$ cat src/rtl/pipeline_ctrl_pkg.sv
// pipeline_ctrl_pkg: shared stall/state encodings and control constants for the pipeline controller
package pipeline_ctrl_pkg;
  localparam logic RESET_ENABLE = 1'b1;
  localparam logic STALL_ENABLE = 1'b1;
  localparam logic STALL_DISABLE = 1'b0;
  localparam logic WRITE_ENABLE = 1'b1;
  localparam logic [5:0] STALL_NONE = 6'b000000;
  localparam logic [5:0] STALL_FROM_ID = 6'b000111;
  localparam logic [5:0] STALL_FROM_EX = 6'b001111;
  localparam logic [5:0] STALL_FROM_MEM = 6'b011111;
  typedef enum logic {CTRL_RUN, CTRL_FLUSH} ctrl_state_e;
endpackage

$ cat src/rtl/pipeline_redirect_buf.sv
// pipeline_redirect_buf: holds one branch redirect that arrived while the PC was frozen and replays it when the PC unfreezes
module pipeline_redirect_buf
  import pipeline_ctrl_pkg::*;
(
  input  logic        clock,
  input  logic        reset,
  input  logic        enable,
  input  logic        clear,
  input  logic        hold,
  input  logic        redirect_valid,
  input  logic [31:0] redirect_target,
  output logic        pc_write_enable,
  output logic [31:0] pc_write_data
);
  logic        pending_valid_q, pending_valid_d;
  logic [31:0] pending_target_q, pending_target_d;
  // Drain the buffered redirect first; a new redirect while one is buffered is dropped
  always_comb begin
    pending_valid_d = pending_valid_q;
    pending_target_d = pending_target_q;
    pc_write_enable = ~WRITE_ENABLE;
    pc_write_data = '0;
    if (clear) begin
      pending_valid_d = 1'b0;
    end else if (enable && hold == STALL_DISABLE) begin
      pc_write_enable = pending_valid_q || redirect_valid;
      pc_write_data = pending_valid_q ? pending_target_q : redirect_valid ? redirect_target : '0;
      pending_valid_d = 1'b0;
    end else if (enable && redirect_valid && !pending_valid_q) begin
      pending_valid_d = 1'b1;
      pending_target_d = redirect_target;
    end
  end
  // Pending redirect register
  always_ff @(posedge clock) begin
    if (reset == RESET_ENABLE) begin
      pending_valid_q <= 1'b0;
      pending_target_q <= '0;
    end else begin
      pending_valid_q <= pending_valid_d;
      pending_target_q <= pending_target_d;
    end
  end
endmodule

$ cat src/rtl/pipeline_ctrl.sv
// pipeline_ctrl: stall merge, redirect/exception arbitration and post-exception flush sequencing; STALL_WATCHDOG_EN adds a sticky stall watchdog
module pipeline_ctrl
  import pipeline_ctrl_pkg::*;
#(
  parameter int FLUSH_CYCLES = 2,
  parameter int WATCHDOG_LIMIT = 255
) (
  input  logic        clock,
  input  logic        reset,
  input  logic        stallreq_id,
  input  logic        stallreq_ex,
  input  logic        stallreq_mem,
  input  logic        redirect_valid,
  input  logic [31:0] redirect_target,
  input  logic        exception_valid,
  input  logic [31:0] exception_vector,
  output logic [5:0]  stall,
  output logic        flush,
  output logic [31:0] pc_write_data,
  output logic        pc_write_enable,
  output logic        stall_timeout
);
  localparam int FW = $clog2(FLUSH_CYCLES + 1);
  if (FLUSH_CYCLES < 1 || WATCHDOG_LIMIT < 1) begin : g_bad_param
    $error("pipeline_ctrl: FLUSH_CYCLES and WATCHDOG_LIMIT must be >= 1");
  end
  ctrl_state_e state_q, state_d;
  logic [FW-1:0] cnt_q, cnt_d;
  logic [5:0] stall_req;
  logic run_exc, buf_we;
  logic [31:0] buf_data;
  assign run_exc = reset != RESET_ENABLE && state_q == CTRL_RUN && exception_valid;
  assign flush = reset != RESET_ENABLE && (state_q == CTRL_FLUSH || run_exc);
  // Most downstream stall request wins; nothing is held while resetting or flushing
  always_comb begin
    stall_req = reset == RESET_ENABLE ? STALL_NONE :
                stallreq_mem ? STALL_FROM_MEM :
                stallreq_ex ? STALL_FROM_EX :
                stallreq_id ? STALL_FROM_ID : STALL_NONE;
    stall = flush ? STALL_NONE : stall_req;
  end
  pipeline_redirect_buf u_redirect_buf (
    .clock           (clock),
    .reset           (reset),
    .enable          (reset != RESET_ENABLE && state_q == CTRL_RUN && !exception_valid),
    .clear           (run_exc),
    .hold            (stall[0]),
    .redirect_valid  (redirect_valid),
    .redirect_target (redirect_target),
    .pc_write_enable (buf_we),
    .pc_write_data   (buf_data)
  );
  assign pc_write_enable = run_exc || buf_we;
  assign pc_write_data = run_exc ? exception_vector : buf_data;
  // Exception enters FLUSH for the remaining drain cycles; counter at 1 returns to RUN
  always_comb begin
    state_d = state_q;
    cnt_d = cnt_q;
    if (run_exc && FLUSH_CYCLES > 1) begin
      state_d = CTRL_FLUSH;
      cnt_d = FW'(FLUSH_CYCLES - 1);
    end else if (state_q == CTRL_FLUSH) begin
      cnt_d = cnt_q - 1'b1;
      state_d = cnt_q == FW'(1) ? CTRL_RUN : CTRL_FLUSH;
    end
  end
  // Controller state register
  always_ff @(posedge clock) begin
    if (reset == RESET_ENABLE) begin
      state_q <= CTRL_RUN;
      cnt_q <= '0;
    end else begin
      state_q <= state_d;
      cnt_q <= cnt_d;
    end
  end
`ifdef STALL_WATCHDOG_EN
  localparam int WW = $clog2(WATCHDOG_LIMIT + 1);
  logic [WW-1:0] wd_q, wd_d;
  logic timeout_q, timeout_d;
  // Count consecutive PC-frozen cycles in RUN, saturating at the limit; the flag is sticky
  always_comb begin
    wd_d = (stall[0] != STALL_ENABLE || flush || state_q != CTRL_RUN) ? '0 :
           wd_q == WW'(WATCHDOG_LIMIT) ? wd_q : wd_q + 1'b1;
    timeout_d = timeout_q || wd_d == WW'(WATCHDOG_LIMIT);
  end
  // Watchdog registers
  always_ff @(posedge clock) begin
    if (reset == RESET_ENABLE) begin
      wd_q <= '0;
      timeout_q <= 1'b0;
    end else begin
      wd_q <= wd_d;
      timeout_q <= timeout_d;
    end
  end
  assign stall_timeout = timeout_q && reset != RESET_ENABLE;
`else
  assign stall_timeout = 1'b0;
`endif
endmodule

$ cat config.mk
export PLATFORM = sky130hd
export DESIGN_NAME = pipeline_ctrl
export DESIGN_NICKNAME = d
export VERILOG_FILES = /design/src/rtl/pipeline_ctrl_pkg.sv /design/src/rtl/pipeline_redirect_buf.sv /design/src/rtl/pipeline_ctrl.sv
export SDC_FILE = /design/constraint.sdc
export NUM_CORES = 1
export LEC_CHECK = 0
export BUFFER_PORTS_ARGS = -buffer_cell sky130_fd_sc_hd__buf_2
export CAP_MARGIN = 20
export CELL_PAD_IN_SITES_DETAIL_PLACEMENT = 1
export CELL_PAD_IN_SITES_GLOBAL_PLACEMENT = 2
export CORE_MARGIN = 2
export CORE_UTILIZATION = 24
export CTS_CLUSTER_DIAMETER = 30
export DETAILED_ROUTE_END_ITERATION = 10
export GPL_ROUTABILITY_DRIVEN = 0
export PLACE_DENSITY = 0.9
export SETUP_SLACK_MARGIN = 0.3
export SLEW_MARGIN = 30
export SYNTH_ARGS = -nofsm -noshare
export SYNTH_HDL_FRONTEND = slang
export SYNTH_SLANG_ARGS = --single-unit
$ cat constraint.sdc
create_clock -name clock -period 1.95 [get_ports clock]
set_clock_uncertainty 0.1 [all_clocks]
set_input_delay 0.195 -clock clock [delete_from_list [all_inputs] [get_ports clock]]
set_output_delay 0.195 -clock clock [all_outputs]
set_load 0.005 [all_outputs]
==> results.md <==
* Outcome: completed
* RSZ-0062 raised after global routing: yes
* Layout Cells excl Fill at 573
* Critical path data arrival time at 1570 ps
* Synth Register Bits at 36
* Maxcap violations at 0
* Path depth of the worst reg2reg path at 6
* H-tree Lvls at 2
* Worst skew pair latency at 280 ps
* Full die area at 11000 sq um
* Post-route ant nets at 0
* Die width at 105 microns
* Starting Density at 24.9%
* Period utilization at 95.4%
* Vias per cell at 5.23
* Min-delay worst type: input port to flop
* Die H at 105 microns
* Grt total ovfl at 0
* Post-synthesis sequential area ratio at 29.5%
* Mapped Area at 2440 sq um
* Crit path time final at 1860 ps
* Avg Inst Size Synth at 7.27 sq um
* Largest net degree at the start of global routing at 41
* Total CTS buffers at 5
* Ys Warns at 0
* Layout cells sized above 1 at 38.2%
* P_leak at 0.00164 uW
* Avg WL per Cell at 17.0 microns
* DR iter-0 viols at 104
* Setup WS pre-CTS at 236 ps
* Critical Path, Cell by Cell: or2_4, nor3_4, buf_6, clkbuf_16, a22o_1, buf_2
* Switching Share at 30.9%
* Slowest CP cell: dfxtp_2
* Cells after Synth at 336
* Worst hold start: redirect_target[14]
* Max Fclk at 0.537 GHz
* Drt total wl at 9730 microns
* Layout fillers at 1251
* Clock Power Share at 29.1%
* GRT Overall Usage at 17.2%
* Post-synth top area share at 29.5%
* DP Wirelength at 6070 microns
* PnR worst setup slack at 89.3 ps
* Worst r2r src: state_q
* # IOs at 112
* First-pass GRT wire length at 15400 microns
* Critical path type: flop to output port
* Core area at 9820 sq um
* Setup violators final at 0
* Hold buffer count at cts at 0
* Yosys top cell by area: dfxtp_1
* CTS tree: built
* Final Max Slew Viols at 0
* Net Switching at 581 uW
* Pwr dens at 532 nW/um^2
* Area grow syn2layout at 44.7%
* TritonRoute pass-1 iters at 4
* Port Buffers at 109
* CP Capture Type: output port
* Clock transition at the registers of the reported paths at 80 ps
* P_int at 1300 uW
* Worst ir drop on vdd at 0.000299 V
* WP data required at 1650 ps
* Final #Nets at 511
* Via count at 2996
* Synth top area cells: dfxtp_1 30%, nand2_1 15%, a22o_1 11%
* Power share of the sequential group at 42.2%
* ANT cells at 0
* Comb power frac at 28.6%
* CTS root buf: clkbuf_8
* # DRC at 0
* Max Buffers Root-to-Sink at 2
* Hold depth at 3
* Setup crit start: state_q
* Post-Place Cells at 550
* Number of global-route vias before repair at 3082
* Library cells used by synthesis at 31
* Max stage delay on crit path at 330 ps
* Sinks on Clock Net at 36
* Hold Violations, Final at 0
* Final Power at 1880 uW
* CP Launch Type: flop
* Antenna violations before repair at 0
* Num rows at 36
* Max FO, Critical Path at 7
## cell type report
| type | count | area (sq um) | area share [%] |
|---|---|---|---|
| Inverter | 3 | 11.3 | 0.319 |
| Multi-Input combinational cell | 250 | 1550 | 43.9 |
| Sequential cell | 36 | 723 | 20.5 |
| Tap cell | 133 | 166 | 4.71 |
| Clock buffer | 8 | 90.1 | 2.55 |
| Timing Repair Buffer | 143 | 992 | 28.1 |
## power by group through the flow
stage / clock, uW / combinational [uW] / sequential [uW]
after global routing: 597 / 593 / 797
final: 547 / 538 / 794
after CTS: 571 / 507 / 791
after global placement: 0 / 444 / 805
after detailed placement: 0 / 460 / 807
after floorplan: 0 / 259 / 801
## cell families after synthesis
logic type	share of synthesized area (%)
AND/OR/NAND/NOR	27.4
other	0.154
buffers and inverters	11.2
AO/OA/AOI/OAI	31.2
flip-flops	29.5
adder cells (fa/ha/maj)	0.512
## repair_timing
item / 4_1_cts / 5_1_grt
setup endpoints to repair: 38 / 49
pin swaps: 2 / 19
setup buffers: 9 / 2
gates cloned: 3 / 1
resized for setup: 15 / 32
## layout by cell type, fill, tap and decap left out, drive strengths merged
| master | netlist | routed |
|---|---|---|
| nand4 | 32 | 32 |
| a22o | 32 | 32 |
| or3 | 1 | 1 |
| ha | 1 | 1 |
| a211oi | 2 | 2 |
| o311ai | 32 | 32 |
| nor3b | 1 | 1 |
| nand2 | 96 | 96 |
| inv | 3 | 3 |
| o21a | 1 | 1 |
| conb | 1 | 2 |
| nor2b | 1 | 1 |
| buf | 23 | 142 |
| nor4 | 1 | 1 |
| o211ai | 1 | 1 |
| or2 | 1 | 1 |
| nor2 | 4 | 4 |
| dfxtp | 36 | 36 |
| and3 | 1 | 1 |
| a21oi | 2 | 2 |
| clkbuf | 25 | 9 |
| o21ai | 32 | 32 |
| nand2b | 2 | 2 |
| nor3 | 4 | 4 |
| and2 | 1 | 1 |
## metrics by stage
stage | hold WS, ps | instance area (sq um) | util [%] | setup TNS (ps)
after global placement | 335 | 3110 | 31.7 | 0
after global routing | 60.7 | 3530 | 36.0 | -49.8
after floorplan | 232 | 2440 | - | 0
final | 51.8 | 3530 | 36.0 | 0
after CTS | 42.0 | 3390 | 34.6 | 0
after detailed placement | 338 | 3110 | 31.7 | 0
## final timing paths
| path | to | slack (ps) |
|---|---|---|
| setup / recovery | pc_write_data[25] | 90 |
| hold / removal | u_redirect_buf.pending_target_q[14] | 50 |
| setup reg to reg | u_redirect_buf.pending_target_q[5] | 330 |
| hold reg to reg | u_redirect_buf.pending_target_q[7] | 370 |
## routing by layer
metal  track usage [%]  wire length (microns)  vias to the layer above
li1                  -                      -                     1451
met1              21.3                   4460                     1470
met2              31.0                   4820                       69
met3              2.74                    366                        6
met4              3.81                     81                        0
met5                 0                      0                        -
## synthesized netlist by cell type
| library cell | instances |
|---|---|
| nand2b_1 | 2 |
| nor4_1 | 1 |
| clkbuf_1 | 25 |
| o21a_1 | 1 |
| conb_1 | 1 |
| a211oi_1 | 2 |
| o211ai_1 | 1 |
| nor3b_1 | 1 |
| or2_1 | 1 |
| a22o_1 | 32 |
| nor3_1 | 2 |
| or3_1 | 1 |
| nand4_1 | 32 |
| nor2b_1 | 1 |
| buf_1 | 4 |
| nor2_1 | 4 |
| o21ai_0 | 32 |
| nor3_4 | 1 |
| and2_1 | 1 |
| o311ai_1 | 6 |
| a21oi_1 | 2 |
| nor3_2 | 1 |
| nand2_1 | 96 |
| ha_1 | 1 |
| buf_6 | 7 |
| buf_4 | 6 |
| dfxtp_1 | 36 |
| inv_1 | 3 |
| buf_2 | 6 |
| o311ai_0 | 26 |
| and3_1 | 1 |
## worst max-delay path, delay by kind of cell, from the launching register on
family	cells	cell delay, ps
flip-flops	1	330
AO/OA/AOI/OAI	1	110
AND/OR/NAND/NOR	2	420
buffers and inverters	3	410
## flip-flops by register name, summed over array words and instances, names as in the netlist
register and flops:
cnt_q 2, state_q 1, u_redirect_buf.pending_target_q 32, u_redirect_buf.pending_valid_q 1
Power figures use the tool's default switching activity.
